**config.mk**
```make
export PLATFORM = sky130hd
export DESIGN_NAME = cmp_serial
export DESIGN_NICKNAME = d
export VERILOG_FILES = /design/src/rtl/cmp_serial.sv
export SDC_FILE = /design/constraint.sdc
export NUM_CORES = 1
export LEC_CHECK = 0
export BUFFER_PORTS_ARGS = -buffer_cell sky130_fd_sc_hd__buf_4
export CAP_MARGIN = 25
export CORE_MARGIN = 2
export CORE_UTILIZATION = 50
export CTS_BUF_LIST = sky130_fd_sc_hd__clkbuf_4 sky130_fd_sc_hd__clkbuf_8
export CTS_CLUSTER_DIAMETER = 30
export DETAILED_ROUTE_END_ITERATION = 10
export GPL_ROUTABILITY_DRIVEN = 0
export PLACE_DENSITY_LB_ADDON = 0.3
export SYNTH_ARGS = -nofsm -noshare
export SYNTH_HDL_FRONTEND = slang
export SYNTH_SLANG_ARGS = --single-unit
```
**constraint.sdc**
```tcl
create_clock -name clk -period 2.3 [get_ports clk]
set_input_delay 0.575 -clock clk [delete_from_list [all_inputs] [get_ports clk]]
set_output_delay 0.575 -clock clk [all_outputs]
set_load 0.03 [all_outputs]
```
**src/rtl/cmp_serial.sv**
```systemverilog
// cmp_serial: multi-cycle comparator. It compares two WIDTH-bit operands
// CHUNK bits per cycle, starting with the most significant chunk, in signed
// or unsigned mode. It produces two 2-bit codes: A vs B (cmp) and A vs 0 (zero).
// Codes: 01 eq, 10 gt, 11 lt, 00 no result.
// Optional build macro CMP_EARLY_EXIT_EN ends the scan as soon as both
// verdicts are known. The default build always takes NCHUNK cycles.
module cmp_serial #(
    parameter int WIDTH = 32,
    parameter int CHUNK = 8
) (
    input  logic             clk,
    input  logic             reset,
    input  logic             start,
    input  logic             signed_mode,
    input  logic [WIDTH-1:0] A,
    input  logic [WIDTH-1:0] B,
    output logic             busy,
    output logic             done,
    output logic [1:0]       cmp,
    output logic [1:0]       zero
);

    localparam int NCHUNK = WIDTH / CHUNK;
    localparam int CNT_W  = (NCHUNK > 1) ? $clog2(NCHUNK) : 1;

    localparam logic [1:0] R_NONE = 2'b00;
    localparam logic [1:0] R_EQ   = 2'b01;
    localparam logic [1:0] R_GT   = 2'b10;
    localparam logic [1:0] R_LT   = 2'b11;

    typedef enum logic [1:0] {
        IDLE = 2'b00,
        SCAN = 2'b01,
        DONE = 2'b10
    } state_t;

    state_t state, state_nxt;

    // Operands are held in shift registers. The chunk under test is always
    // at the top, so no variable part-select is needed.
    logic [WIDTH-1:0] a_sh, b_sh;
    logic             sm_q;
    logic             first_q;
    logic [CNT_W-1:0] cnt;

    // Running verdicts: a decided flag plus the fixed value.
    logic             cmp_dec, zero_dec;
    logic [1:0]       cmp_val, zero_val;

    logic             accept;
    logic             last;
    logic [CHUNK-1:0] ca_raw, ca, cb;
    logic             cmp_dec_nxt, zero_dec_nxt;
    logic [1:0]       cmp_val_nxt, zero_val_nxt;
    logic [1:0]       cmp_fin, zero_fin;

    // Ordering verdict between two unsigned chunks that are known to differ.
    function automatic logic [1:0] order_verdict(input logic [CHUNK-1:0] x,
                                                 input logic [CHUNK-1:0] y);
        return (x > y) ? R_GT : R_LT;
    endfunction

    // Evaluate the current top chunk and fold it into the running verdicts.
    always_comb begin
        ca_raw       = a_sh[WIDTH-1 -: CHUNK];
        ca           = ca_raw;
        cb           = b_sh[WIDTH-1 -: CHUNK];
        // Flipping the sign bit maps two's-complement order onto unsigned order.
        if (first_q && sm_q) begin
            ca[CHUNK-1] = ~ca[CHUNK-1];
            cb[CHUNK-1] = ~cb[CHUNK-1];
        end
        cmp_dec_nxt  = cmp_dec;
        cmp_val_nxt  = cmp_val;
        zero_dec_nxt = zero_dec;
        zero_val_nxt = zero_val;
        if (!cmp_dec && (ca != cb)) begin
            cmp_dec_nxt = 1'b1;
            cmp_val_nxt = order_verdict(ca, cb);
        end
        // A negative signed A was already decided at acceptance.
        // Otherwise any nonzero chunk means A > 0.
        if (!zero_dec && (ca_raw != '0)) begin
            zero_dec_nxt = 1'b1;
            zero_val_nxt = R_GT;
        end
        cmp_fin  = cmp_dec_nxt  ? cmp_val_nxt  : R_EQ;
        zero_fin = zero_dec_nxt ? zero_val_nxt : R_EQ;
`ifdef CMP_EARLY_EXIT_EN
        last = (cnt == '0) || (cmp_dec_nxt && zero_dec_nxt);
`else
        last = (cnt == '0);
`endif
    end

    // State register.
    always_ff @(posedge clk) begin
        if (reset) state <= IDLE;
        else       state <= state_nxt;
    end

    // Next state and handshake outputs. DONE accepts start exactly like IDLE.
    always_comb begin
        state_nxt = state;
        accept    = 1'b0;
        busy      = (state == SCAN);
        done      = (state == DONE);
        case (state)
            IDLE, DONE: begin
                if (start) begin
                    accept    = 1'b1;
                    state_nxt = SCAN;
                end else begin
                    state_nxt = IDLE;
                end
            end
            SCAN:    state_nxt = last ? DONE : SCAN;
            default: state_nxt = IDLE;
        endcase
    end

    // Operand latch, scan datapath and result registers.
    always_ff @(posedge clk) begin
        if (reset) begin
            a_sh     <= '0;
            b_sh     <= '0;
            sm_q     <= 1'b0;
            first_q  <= 1'b0;
            cnt      <= '0;
            cmp_dec  <= 1'b0;
            cmp_val  <= R_NONE;
            zero_dec <= 1'b0;
            zero_val <= R_NONE;
            cmp      <= R_NONE;
            zero     <= R_NONE;
        end else if (accept) begin
            a_sh     <= A;
            b_sh     <= B;
            sm_q     <= signed_mode;
            first_q  <= 1'b1;
            cnt      <= CNT_W'(NCHUNK - 1);
            cmp_dec  <= 1'b0;
            cmp_val  <= R_NONE;
            zero_dec <= signed_mode & A[WIDTH-1];
            zero_val <= (signed_mode & A[WIDTH-1]) ? R_LT : R_NONE;
        end else if (state == SCAN) begin
            a_sh     <= a_sh << CHUNK;
            b_sh     <= b_sh << CHUNK;
            first_q  <= 1'b0;
            cnt      <= cnt - CNT_W'(1);
            cmp_dec  <= cmp_dec_nxt;
            cmp_val  <= cmp_val_nxt;
            zero_dec <= zero_dec_nxt;
            zero_val <= zero_val_nxt;
            if (last) begin
                cmp  <= cmp_fin;
                zero <= zero_fin;
            end
        end
    end

endmodule

```
# After elaboration in Yosys (flattened, before gate mapping)
# Index checks and enable logic that the tools add are counted.
# word_totals
reg_bits,80
in_bits,68
out_inout_bits,6
word_cells,60
# classes
n_addsub,1
order_cmp,1
n_eq_ne,3
mux,27
bitwise,4
reduce_logical,12
# ops
op,n
32-bit 2-to-1 mux,4
2-bit 2-to-1 mux,10
1-bit 2-to-1 mux,12
8-bit > comparator,1
8-bit != test,1
8-bit nonzero test,1
2-bit zero test,2
2-bit case mux with 2 select lines,1
2-bit OR reduction,2
1-bit logical AND,3
1-bit NOT,3
3-bit AND reduction,1
"2-bit by 1-bit == test with 1-bit output, second input constant",1
"2-bit == test, second input constant",1
1-bit zero test,2
2-bit nonzero test,1
"2-bit by 1-bit subtractor with 2-bit output, second input constant",1
1-bit bitwise AND,1

# Logic depth before layout (Yosys ltp)
# depth
ltp_word,6
ltp_mapped,8

# Worst setup path after synthesis
# OpenSTA, ideal clock, no wires.
# synth_timing
path_type,register -> register
startpoint,register b_sh[25]
endpoint,register cmp[0]
t_arrival_ns,1.503
required_time_ns,2.169
path_slack_ns,0.667
stages_incl_launch_ff,8
n_path_buf,0
period_less_slack_ns,1.633
cell_sequence,dfxtp_1 -> inv_1 -> ha_1 -> nor2b_1 -> o211ai_1 -> a211o_1 -> a2111oi_4 -> nor3_2
# synth_between
elab_chain_cells,4
elab_cells_between_ends,7
# synth_rtl
element,line_no,rtl
start: declaration,41,"logic [WIDTH-1:0] a_sh, b_sh;"
start signal: assignment,148,b_sh <= b_sh << CHUNK;
8-bit > comparator / 8-bit != test (equally long branches),"60, 77",
1-bit 2-to-1 mux / 1-bit logical AND (equally long branches),"60, 77",
2-bit 2-to-1 mux / 1-bit 2-to-1 mux (equally long branches),77,if (!cmp_dec && (ca != cb)) begin
2-bit 2-to-1 mux (*),87,cmp_fin = cmp_dec_nxt ? cmp_val_nxt : R_EQ;
end signal: assignment,156,cmp <= cmp_fin;
end: declaration,19,"output logic [1:0] cmp,"
# Every way passes the cells marked *; elsewhere a longest branch is shown, timed or not.
# A chain may end at the register's enable or synchronous reset.

# Final worst setup path
# layout_timing
startpoint,register state[0]
endpoint,output busy
# layout_between
elab_chain_cells,1
# layout_rtl
element,line_no,rtl
start: declaration,37,"state_t state, state_nxt;"
start signal: assignment,99,else state <= state_nxt;
2-bit by 1-bit == test with 1-bit output,106,busy = (state == SCAN);
end: declaration,17,"output logic busy,"
# Every way passes these cells.

==> impl_results.md <==
* GRT overflow at 0
* Die Y at 85.5 µm
* Worst r2r dst: a_sh[23]
* Ant diodes at 0
* Resized Gates After CTS at 0
* Power Dens Cells at 784 mW/mm²
* I/O pin count at 74
* WL final at 7260 µm
* Status: finished clean
* Die ar. at 0.00731 mm²
* Vias in the first global route at 2638
* Total Power at 0.00323 W
* Layout Nets at 513
* Chip width at 85.5 µm
* CTS root buf: clkbuf_8
* Clk buf depth at 2
* Fin Clk Skew at 0.00720 ns
* Final period util at 0.868
* Sequential cell area fraction in the yosys report at 0.482
* Vias/cell at 5.60
* Core Area at 0.00639 mm²
* Cells after synthesis at 380
* Max FO, Critical Path at 8
* Cell chain of the critical path: nand2b_1 -> inv_2 -> buf_4
* Initial Util at 0.520
* Worst setup path class: flip-flop to primary output
* Layout cells sized above 1 at 0.242
* CTS tree: done
* Post-route ant nets at 0
* Clock Latency Late Sink at 0.34 ns
* RR Startpoint: state[0]
* Synthesized area at 0.00332 mm²
* Fillers at 567
* IR Drop Worst-Case VDD at 670 µV
* Crit path max-delay cell type: dfxtp_1
* Hold WS at 0.457 ns
* Setup crit end: busy
* GRT Util Overall at 0.204
* Dominant cell type by area after synthesis: dfxtp_1
* Setup-failing EPs final at 0
* Antenna violations before repair at 0
* Clock-pin slew on the worst setup and hold paths at 0.08 ns
* Post-route setup TNS at 0 ns
* Crit start category: flip-flop
* Pin count of the biggest net entering global routing at 64
* Worst Setup SP: state[0]
* Arrival time worst endpoint at 1.42 ns
* Worst min path class: flip-flop to flip-flop
* Post-CTS Hold Buffers at 0
* Wirelength per Cell at 14.0 µm
* Slew at the pin closest to its max-slew limit at 0.511 ns
* HPWL Detailed at 4820 µm
* Avg Cell Area, Syn at 8.74 µm²
* 1st-pass router iterations at 4
* Relative slew margins at 0.659
* Synthesis-to-layout area growth at 24.0%
* FP Rows at 29
* Top-area cell type share of the netlist area at 0.482
* Max_cap viols at 0
* Ys Warns at 0
* Pins Over Slew Limit at 0
* CTS Buf Count at 9
* Pleak at 1.64 nW
* Flops & latches, synth at 80
* R2r worst-path depth at 5
* Required @ worst endpoint at 1.73 ns
* Number of clock sinks at 80
* H-tree levels at 3
* Min Tclk post-route at 2.00 ns
* FF-to-FF setup slack at 0.46 ns
* Input/output buffers at 73
* Max incr delay on CP at 0.41 ns
* Critical path capture point type: primary output
* Top post-synthesis cells by area: dfxtp_1 48%, a22oi_1 14%, a21oi_1 9.0%
* Peak Freq at 501 MHz
* Drt initial violations at 171
* Netlist cell types at 35
* DRC viols at 0
* First-pass GRT wire length at 12000 µm
* Post-CTS Setup Bufs at 0
* Via count at 2907
* RSZ-0062 raised after global routing: false
* Hold Violations, Final at 0
* Post-synth net total at 456
-- power breakdown --
group          switching (W)  total, W  leakage, nW  internal [W]
clock network       0.000483   0.00113        0.109      0.000651
logic               0.000301  0.000545        0.875      0.000245
registers          0.0000650   0.00155        0.658       0.00149
total               0.000848   0.00323         1.64       0.00238
-- synth_stat cells --
| cell | count |
|---|---|
| dfxtp_1 | 80 |
| a22oi_1 | 62 |
| a21oi_1 | 60 |
| nand2_1 | 57 |
| nor2_1 | 29 |
| buf_2 | 18 |
| clkbuf_1 | 12 |
| inv_1 | 10 |
| ha_1 | 8 |
| nand3_1 | 4 |
| nor2b_1 | 4 |
| nor3_2 | 4 |
| nor3_1 | 3 |
| o21ai_0 | 3 |
| a311oi_1 | 2 |
| nand2b_1 | 2 |
| nand4_1 | 2 |
| o21a_1 | 2 |
| or4_4 | 2 |
| a2111oi_4 | 1 |
| a211o_1 | 1 |
| a211oi_1 | 1 |
| a21oi_2 | 1 |
| a31oi_1 | 1 |
| and4b_1 | 1 |
| buf_6 | 1 |
| inv_2 | 1 |
| nand2_4 | 1 |
| nor2_4 | 1 |
| o211ai_1 | 1 |
| o211ai_2 | 1 |
| o21ai_1 | 1 |
| o21ai_4 | 1 |
| or2b_1 | 1 |
| xor2_1 | 1 |
-- worst max-delay path, delay by kind of cell, from the launching register on --
| kind | cells | cell delay [ns] |
|---|---|---|
| buffers and inverters | 2 | 0.46 |
| flip-flops | 1 | 0.41 |
| AND/OR/NAND/NOR | 1 | 0.22 |
-- kinds of logic after synthesis --
kind of cell,Yosys count,synth area share
compound gates,138,0.275
flops,80,0.482
fa+ha+maj,8,0.0301
xor+xnor,1,0.00264
buf+inv,42,0.0565
simple gates,111,0.154
-- per-stage QoR --
step           utilization  area, µm²  setup WS (ns)  std cells
2_1_floorplan            -       3320          0.667        380
3_3_place_gp         0.610       3890          0.566        503
3_5_place_dp         0.610       3890          0.473        503
4_1_cts              0.645       4120          0.288        519
5_1_grt              0.645       4120          0.182        519
6_report             0.645       4120          0.304        519
-- per-layer routing --
layer,track usage,up-vias,wire (µm),share of wire
met2,0.327,79,3670,0.51
li1,-,1467,-,-
met5,0,-,0,0
met1,0.262,1353,3080,0.42
met3,0.0722,8,433,0.060
met4,0.0563,0,76,0.010
-- state kept, by name, summed over array words and instances (netlist names) --
signal and flops:
cmp_val 2, cmp 2, state 2, cmp_dec 1, a_sh 32, cnt 2
zero 2, zero_val 2, b_sh 32, sm_q 1, zero_dec 1, first_q 1
-- worst min path at each step --
stage / slack, ns / endpoint / from / cells past startpoint
finish: 0.46 / a_sh[12] / a_sh[12] / 2
global placement: 0.44 / cmp[1] / cmp[1] / 2
detailed placement: 0.45 / b_sh[21] / b_sh[21] / 2
global route: 0.47 / b_sh[2] / B[2] / 3
CTS: 0.46 / b_sh[21] / b_sh[21] / 2
floorplan: 0.44 / cmp_val[0] / cmp_val[0] / 2
-- layout make-up --
cell class | count | area [µm²] | share of cell area
inverters | 11 | 41.3 | 0.0100
flip-flops and latches | 80 | 1600 | 0.389
well taps | 77 | 96.3 | 0.0234
clock inverters | 5 | 80.1 | 0.0194
clock buffers | 11 | 145 | 0.0352
repair buffers | 77 | 616 | 0.149
multi-input cells | 258 | 1540 | 0.374
-- layout by cell type (no fill, tap or decap), drive strengths merged --
master    synthesis  routed
dfxtp            80      80
buf              19      77
a22oi            62      62
a21oi            61      61
nand2            58      58
nor2             30      30
inv              11      11
clkbuf           12      11
ha                8       8
nor3              7       7
o21ai             5       5
nand3             4       4
nor2b             4       4
nand2b            2       2
nand4             2       2
or4               2       2
a311oi            2       2
o21a              2       2
bufinv            0       2
clkinvlp          0       2
o211ai            2       2
xor2              1       1
and4b             1       1
or2b              1       1
a211o             1       1
a2111oi           1       1
a211oi            1       1
a31oi             1       1
clkinv            0       1
No activity file was read; power rests on OpenSTA's default activity.
